[src/rtl/byte_op_sequencer.sv]
// Multi-cycle control stage for byte instructions (MOVL/MOVLZ/MOVLS/MOVH/SWPB).
// It reads the destination register, fires the byte manipulator once and writes the result back.
module byte_op_sequencer #(
  parameter int RF_RD_LAT = 1,
  parameter int BM_LAT    = 1
) (
  input  logic        clk,
  input  logic        rst_n,
  input  logic        req_valid,
  output logic        req_ready,
  input  logic [2:0]  req_op,
  input  logic [2:0]  req_dst,
  input  logic [7:0]  req_byte,
  output logic [2:0]  rf_rd_addr,
  input  logic [15:0] rf_rd_data,
  output logic [2:0]  bm_op,
  output logic [15:0] bm_dst_in,
  output logic [7:0]  bm_byte_val,
  output logic        bm_E,
  input  logic [15:0] bm_dst_out,
  output logic        rf_wr_en,
  output logic [2:0]  rf_wr_addr,
  output logic [15:0] rf_wr_data,
  output logic        busy,
  output logic        done,
  output logic        err
);

  typedef enum logic [2:0] {S_IDLE, S_READ, S_FIRE, S_WAIT, S_WB} state_t;

  localparam logic [1:0] RD_LAST = 2'(RF_RD_LAT - 1);
  localparam logic [1:0] BM_LAST = 2'(BM_LAT - 1);

  state_t      state_q, state_d;
  logic [1:0]  cnt_q;
  logic [2:0]  op_q;
  logic [2:0]  dst_q;
  logic [7:0]  byte_q;
  logic [15:0] operand_q;
  logic [15:0] result_q;
  logic        illegal_q;
  logic        accept;

  assign accept = req_valid && (state_q == S_IDLE);

  always_ff @(posedge clk) begin
    // NOTE: registers use non-blocking assignments so every flop samples pre-edge values.
    if (!rst_n) state_q <= S_IDLE;
    else        state_q <= state_d;
  end

  always_comb begin
    // NOTE: default assignment first so no path through this block infers a latch.
    state_d = state_q;
    unique case (state_q)
      S_IDLE:  if (accept) state_d = (req_op > 3'd4) ? S_WB : S_READ;
      S_READ:  if (cnt_q == RD_LAST) state_d = S_FIRE;
      S_FIRE:  state_d = S_WAIT;
      S_WAIT:  if (cnt_q == BM_LAST) state_d = S_WB;
      S_WB:    state_d = S_IDLE;
      default: state_d = S_IDLE;
    endcase
  end

  // Request fields are latched once at the handshake; later changes on req_* are ignored.
  always_ff @(posedge clk) begin
    if (!rst_n) begin
      cnt_q     <= '0;
      op_q      <= '0;
      dst_q     <= '0;
      byte_q    <= '0;
      operand_q <= '0;
      result_q  <= '0;
      illegal_q <= 1'b0;
    end else begin
      cnt_q <= (state_d != state_q) ? 2'd0 : cnt_q + 2'd1;
      if (accept) begin
        op_q      <= req_op;
        dst_q     <= req_dst;
        byte_q    <= req_byte;
        illegal_q <= (req_op > 3'd4);
      end
      if (state_q == S_READ && cnt_q == RD_LAST) operand_q <= rf_rd_data;
      if (state_q == S_WAIT && cnt_q == BM_LAST) result_q  <= bm_dst_out;
    end
  end

  // Outputs decode only registered state, so nothing on req_* reaches rf_* or bm_* combinationally.
  always_comb begin
    req_ready   = (state_q == S_IDLE);
    busy        = (state_q != S_IDLE);
    rf_rd_addr  = dst_q;
    bm_op       = '0;
    bm_dst_in   = '0;
    bm_byte_val = '0;
    if (state_q inside {S_FIRE, S_WAIT, S_WB} && !illegal_q) begin
      bm_op       = op_q;
      bm_dst_in   = operand_q;
      bm_byte_val = byte_q;
    end
    bm_E       = (state_q == S_FIRE);
    done       = (state_q == S_WB);
    err        = (state_q == S_WB) && illegal_q;
    rf_wr_en   = (state_q == S_WB) && !illegal_q;
    rf_wr_addr = rf_wr_en ? dst_q    : '0;
    rf_wr_data = rf_wr_en ? result_q : '0;
  end

endmodule
[config.mk]
export PLATFORM = sky130hd
export DESIGN_NAME = byte_op_sequencer
export DESIGN_NICKNAME = d
export VERILOG_FILES = /design/src/rtl/byte_op_sequencer.sv
export SDC_FILE = /design/constraint.sdc
export NUM_CORES = 1
export LEC_CHECK = 0
export ABC_CLOCK_PERIOD_IN_PS = 2300
export BUFFER_PORTS_ARGS = -buffer_cell sky130_fd_sc_hd__buf_4
export CAP_MARGIN = 20
export CORE_ASPECT_RATIO = 1.75
export CORE_MARGIN = 8
export CORE_UTILIZATION = 49
export CTS_BUF_LIST = sky130_fd_sc_hd__clkbuf_8
export DETAILED_ROUTE_END_ITERATION = 16
export PLACE_DENSITY = 0.87
export SYNTH_ARGS = -nofsm -noshare
export SYNTH_HDL_FRONTEND = slang
export SYNTH_SLANG_ARGS = --single-unit
[constraint.sdc]
create_clock -name clk -period 2.3 [get_ports clk]
set_clock_uncertainty 0.05 [all_clocks]
set_input_delay 0.46 -clock clk [delete_from_list [all_inputs] [get_ports clk]]
set_output_delay 0.46 -clock clk [all_outputs]
set_load 0.02 [all_outputs]
==> flow_summary_export.csv, run 1 <==
group,metric,value,unit
sta,hold_ws,0.3434,ns
floorplan,floorplan.initialDensity,50.77,%
final_layout,area.sequential,0.001041,mm2
power_and_ir_drop,p_leak,1.436,nW
placed_design,finalWeightedCongestion,0.7656,
setup_path,path_cells,"or3b_1 -> nor2_2 -> buf_6 -> and2_1 -> buf_4",
synth,yosysWarnings,0,
clock_network,cts_setup_buffers,0,
sta,tightest_slew,0.7517,ns
synth,postSynthCellCount,292,
sta,hold_violations,0,
setup_path,arrival,1.71,ns
synth,syn_nets,342,
setup_path,reg2reg_from,"cnt_q[0]$_SDFF_PP0_",
setup_path,worst-setup-path-type,"reg2out",
clock_network,clk_path_buf_depth,2,
sta,fin_tns_setup,0,ns
synth,synth_edf_count,0,
synth,synth_commonest_cells,"nand2_1, dfxtp_1, and2_1",
final_layout,drive_above_1_share,31.96,%
synth,synth.most_common_cell,"nand2_1",
detailed_routing,detail_route.iter0.violations,169,
sta,final-max-slew-violation-count,0,
setup_path,crit_end,"rf_wr_data[2]",
setup_path,r2r_slack,0.50,ns
setup_path,worst_path_max_delay_cell,"or3b_1",
final_layout,antenna_cells,0,
power_and_ir_drop,peakVddDrop,0.4907,mV
floorplan,core_area,0.004707,mm2
synth,synth_area_leader_cell,"dfxtp_1",
sta,fin_crit_sh,96.32,%
synth,ys_seq_area_share,43.56,%
setup_path,path_max_fanout,18,
clock_network,ctsHtreeMaxLevel,2,
sta,setup_viol,0,
clock_network,cts_tree,"done",
synth,async_flop_share,0,%
final_layout,multi_input_area,0.001227,mm2
setup_path,rr_endpoint,"result_q[8]$_SDFFE_PN0P_",
clock_network,numClockSinks,52,
setup_path,end_kind,"output pin",
floorplan,die_width,68.79,um
synth,ys.flop_type,"dfxtp_1",
setup_path,reg2reg_depth,5,
sta,rsz0062_at_grt,"false",
global_route,gr-usage-all-layers,16.33,%
setup_path,critPathMaxStageDelay,0.45,ns
sta,period_minus_slack,2.215,ns
worst_hold_path,min_from,"req_byte[0]",
flow_run,cap_viol_max_count,0,
clock_network,root_buffer,"clkbuf_8",
synth,syn_area_per_cell,8.184,um2
placed_design,io_buffers,103,
placed_design,hpwl,4605,um
global_route,grt_pass1_vias,2165,
detailed_routing,via_per_inst,4.873,
power_and_ir_drop,power_density,603.3,mW/mm2
synth,synth_cell_types,29,
clock_network,insertion_delay,0.30,ns
synth,synth-seq-cells,52,
final_layout,fillers,415,
detailed_routing,wl_per_cell,13.87,um
sta,timing.fmax,0.4514,GHz
floorplan,die_area,0.007456,mm2
synth,synth.cell_area,0.002390,mm2
clock_network,clk_pin_slew_worst_paths,0.10,ns
global_route,grt_max_degree,50,
detailed_routing,drt_wl_total,6101,um
detailed_routing,firstDrtPassIters,4,
global_route,grt-ovfl-total,0,
final_layout,nNetsFinal,437,
worst_hold_path,holdCritPathClass,"in2reg",
synth,ys_top_cells_by_area,"dfxtp_1, nand2_1, a21boi_0",
setup_path,startpoint,"state_q[0]$_SDFF_PN0_",
synth,synth.top_cell.area_share,43.56,%
detailed_routing,vias,2144,
floorplan,io_pins,104,
clock_network,numCtsBuffers,5,
global_route,grt_pass1_wl,9770,um
floorplan,rows,33,
run_status,status,"completed",
clock_network,ctsHoldBuffers,0,
floorplan,die_h,108.4,um
setup_path,cp.required,1.79,ns
final_layout,syn2layout_area_growth,37.23,%
detailed_routing,postRouteAntennaNets,0,
global_route,grt_antenna_before_repair,0,
setup_path,cp-start-kind,"flop",
detailed_routing,drc,0,
sta,slew_headroom,49.62,%
-- area by class of cell --
cell class	instances	area share (%)
inverters	4	0.4578
repair buffers	110	25.52
flip-flops and latches	52	31.74
well taps	52	1.984
multi-input cells	214	37.43
clock inverters	2	0.3434
clock buffers	6	2.518
-- layout by cell type, fill, tap and decap left out, types with 2 or more instances in the layout --
cell and count:
nand2_1 95, a21boi_0 42, clkbuf_8 6, and4b_1 2, inv_1 5, dfxtp_1 52, a21boi_1 5, nor3b_1 2
nand2b_1 4, and2_1 47, buf_4 108
-- layer usage --
metal	global-route usage (%)	routed length [um]	up-vias
met1	16.92	2216	957
met2	29.33	3267	65
met4	7.215	129	0
li1	-	-	1114
met3	4.037	486	8
met5	0	0	-
-- worst min-delay path by stage --
stage | endpoint | depth (start not counted)
after floorplan | cnt_q[0]$_SDFF_PP0_ | 1
after global placement | cnt_q[0]$_SDFF_PP0_ | 1
after detailed placement | cnt_q[0]$_SDFF_PP0_ | 1
after CTS | byte_q[0]$_SDFFE_PN0P_ | 3
after global routing | result_q[13]$_SDFFE_PN0P_ | 3
final | byte_q[0]$_SDFFE_PN0P_ | 3
-- where the power goes --
group / switching, mW / total [mW] / internal (mW) / leakage [nW]
sequential: 0.0282 / 0.991 / 0.963 / 0.423
clock: 0.294 / 0.535 / 0.241 / 0.0486
combinational: 0.244 / 0.452 / 0.208 / 0.965
total: 0.566 / 1.98 / 1.41 / 1.44
-- through the flow --
| step | util [%] | cells | setup WS (ns) | instance area (um2) | total power [mW] |
|---|---|---|---|---|---|
| floorplan | - | 292 | 0.3030 | 2390 | 1.291 |
| finish | 69.67 | 440 | 0.08470 | 3279 | 1.979 |
| detailed placement | 67.38 | 432 | 0.3389 | 3172 | 1.464 |
| global placement | 67.38 | 432 | 0.3810 | 3172 | 1.451 |
| global route | 69.67 | 440 | 0.005115 | 3279 | 2.084 |
| CTS | 69.46 | 440 | 0.01227 | 3269 | 1.993 |
-- worst max-delay path: cells and delay by family, from the launching register on --
family	cells	cell delay, ns
buffers and inverters	2	0.32
flip-flops	1	0.32
AND/OR/NAND/NOR	3	0.76
-- flip-flops by register name, summed over array words and instances, names as in the netlist --
| name | count |
|---|---|
| byte_q | 8 |
| op_q | 3 |
| illegal_q | 1 |
| result_q | 16 |
| rf_rd_addr | 3 |
| operand_q | 16 |
| cnt_q | 2 |
| state_q | 3 |
-- cells by family after synthesis --
group / count (synthesis) / synth area share (%)
compound gates: 52 / 16.60
fa+ha+maj: 1 / 0.5235
xor+xnor: 1 / 0.3666
simple gates: 160 / 33.51
buf+inv: 26 / 5.445
flops: 52 / 43.56
-- repair_timing --
action	4_1_cts	5_1_grt
setup endpoints to repair	7	44
hold endpoints to repair	0	0
gates resized for setup	1	3
Note: power is estimated with default switching activity, not from simulation.
==> run 2, diff against run 1 <==
==> config.mk (replaced) <==
export PLATFORM = sky130hd
export DESIGN_NAME = byte_op_sequencer
export DESIGN_NICKNAME = d
export VERILOG_FILES = /design/src/rtl/byte_op_sequencer.sv
export SDC_FILE = /design/constraint.sdc
export NUM_CORES = 1
export LEC_CHECK = 0
export ABC_CLOCK_PERIOD_IN_PS = 2700
export BUFFER_PORTS_ARGS = -buffer_cell sky130_fd_sc_hd__buf_4
export CAP_MARGIN = 20
export CORE_ASPECT_RATIO = 1.75
export CORE_MARGIN = 8
export CORE_UTILIZATION = 53
export CTS_BUF_LIST = sky130_fd_sc_hd__clkbuf_8
export DETAILED_ROUTE_END_ITERATION = 16
export PLACE_DENSITY = 0.93
export SYNTH_ARGS = -nofsm -noshare
export SYNTH_HDL_FRONTEND = slang
export SYNTH_SLANG_ARGS = --single-unit
==> constraint.sdc (replaced) <==
create_clock -name clk -period 2.7 [get_ports clk]
set_clock_uncertainty 0.05 [all_clocks]
set_input_delay 0.54 -clock clk [delete_from_list [all_inputs] [get_ports clk]]
set_output_delay 0.54 -clock clk [all_outputs]
set_load 0.02 [all_outputs]
==> flow_summary_export.csv, run 2 (synthesized netlist as in run 1, its figures left out) <==
group,metric,value,unit
run_status,status,"completed",
global_route,grt_pass1_wl,9942,um
detailed_routing,wl_met2,3528,um
clock_network,clk_path_buf_depth,2,
worst_hold_path,holdCritPathClass,"reg2reg",
setup_path,startpoint,"state_q[1]$_SDFF_PN0_",
global_route,grt-ovfl-total,0,
final_layout,fillers,351,
sta,fin_crit_sh,94.68,%
power_and_ir_drop,totalPowerFinal,1.662,mW
floorplan,floorplan.initialDensity,54.76,%
detailed_routing,met1_length,2245,um
floorplan,die_area,0.006998,mm2
clock_network,cts_tree,"done",
power_and_ir_drop,p_leak,1.421,nW
clock_network,root_buffer,"clkbuf_8",
setup_path,rr_endpoint,"result_q[4]$_SDFFE_PN0P_",
clock_network,insertion_delay,0.30,ns
floorplan,rows,32,
detailed_routing,dr_wl_met3,485,um
sta,hold_violations,0,
global_route,grt_antenna_before_repair,0,
detailed_routing,firstDrtPassIters,4,
final_layout,antenna_cells,0,
setup_path,r2r_slack,0.91,ns
sta,timing.fmax,0.3912,GHz
sta,hold_ws,0.3719,ns
setup_path,crit_end,"bm_byte_val[1]",
final_layout,final_cell_mix,"buf_4, nand2_1, dfxtp_1",
detailed_routing,postRouteAntennaNets,0,
clock_network,ctsHtreeMaxLevel,2,
sta,tightest_slew,0.7662,ns
setup_path,arrival,1.97,ns
floorplan,io_pins,104,
floorplan,die_width,66.76,um
setup_path,path_max_fanout,13,
power_and_ir_drop,peakVddDrop,0.4648,mV
sta,setup_viol,0,
detailed_routing,drt_wl_total,6360,um
global_route,grt_pass1_vias,2180,
clock_network,numCtsBuffers,5,
detailed_routing,highest_layer,"met4",
setup_path,cp-start-kind,"flop",
global_route,grt_max_degree,50,
detailed_routing,wl_per_cell,14.59,um
setup_path,end_kind,"output pin",
placed_design,io_buffers,103,
sta,slew_headroom,48.65,%
setup_path,cp.required,2.11,ns
placed_design,hpwl,4761,um
final_layout,drive_above_1_share,31.17,%
floorplan,core_area,0.004364,mm2
clock_network,cts_setup_buffers,0,
setup_path,worst-setup-path-type,"reg2out",
detailed_routing,via_per_inst,4.995,
detailed_routing,drc,0,
placed_design,finalWeightedCongestion,0.7826,
setup_path,reg2reg_depth,3,
final_layout,top_regs,"operand_q x16, result_q x16, byte_q x8",
clock_network,clk_pin_slew_worst_paths,0.08,ns
sta,final-max-slew-violation-count,0,
floorplan,die_h,104.8,um
detailed_routing,vias,2178,
detailed_routing,detail_route.iter0.violations,87,
power_and_ir_drop,power_density,511.5,mW/mm2
sta,rsz0062_at_grt,"false",
flow_run,cap_viol_max_count,0,
final_layout,nNetsFinal,434,
placed_design,place_area,0.003141,mm2
final_layout,fin_area,0.003248,mm2
global_route,gr-usage-all-layers,17.70,%
setup_path,reg2reg_from,"state_q[1]$_SDFF_PN0_",
sta,period_minus_slack,2.556,ns
final_layout,syn2layout_area_growth,35.92,%
final_layout,final_common_cell,"buf_4",
sta,fin_tns_setup,0,ns
clock_network,numClockSinks,52,
## run 2: through the flow
| step | cells | setup slack, ns | util, % |
|---|---|---|---|
| floorplan | 292 | 0.6230 | - |
| global placement | 427 | 0.4081 | 71.96 |
| detailed placement | 427 | 0.3293 | 71.96 |
| CTS | 435 | 0.06577 | 74.05 |
| global route | 436 | 0.0008922 | 74.43 |
| finish | 436 | 0.1436 | 74.43 |
## run 2: worst max-delay path, cell delays in order, from the launching register on
cell     delay [ns]
dfxtp_1        0.45
or3b_1         0.54
a21oi_4        0.36
and2_1         0.18
buf_4          0.14
## run 2: layer usage
metal  global-route usage [%]  up-vias
met5                        0        -
met4                    6.912        0
met3                    4.813        6
met2                    32.71       60
met1                    17.38     1000
li1                         -     1112
## run 2: cell type report
| type | instances | area (um2) | share of cell area, % |
|---|---|---|---|
| Inverter | 4 | 15.01 | 0.4622 |
| Clock buffer | 6 | 82.58 | 2.542 |
| Sequential cell | 52 | 1042 | 32.09 |
| Clock inverter | 2 | 7.507 | 0.2311 |
| Multi-Input combinational cell | 215 | 1241 | 38.21 |
| Timing Repair Buffer | 106 | 795.8 | 24.50 |
| Tap cell | 51 | 63.81 | 1.965 |
## run 2: worst min path at each step
stage	start	endpoint	depth (start not counted)
after floorplan	cnt_q[0]$_SDFF_PP0_	cnt_q[0]$_SDFF_PP0_	1
after global placement	cnt_q[0]$_SDFF_PP0_	cnt_q[0]$_SDFF_PP0_	1
after detailed placement	cnt_q[0]$_SDFF_PP0_	cnt_q[0]$_SDFF_PP0_	1
after CTS	cnt_q[0]$_SDFF_PP0_	cnt_q[0]$_SDFF_PP0_	1
after global routing	cnt_q[0]$_SDFF_PP0_	cnt_q[0]$_SDFF_PP0_	1
final	cnt_q[0]$_SDFF_PP0_	cnt_q[0]$_SDFF_PP0_	1
## run 2: power by group
part | switching, mW | leakage (nW) | internal, mW
clock | 0.233 | 0.0538 | 0.202
combinational | 0.196 | 0.944 | 0.165
sequential | 0.0440 | 0.423 | 0.821
## run 2: timing repair
item,4_1_cts,5_1_grt
hold endpoints to repair,0,0
endpoints found under the setup margin,11,27
pin swaps,0,1
hold buffers,0,0
cloned,0,1
gates resized for setup,1,1
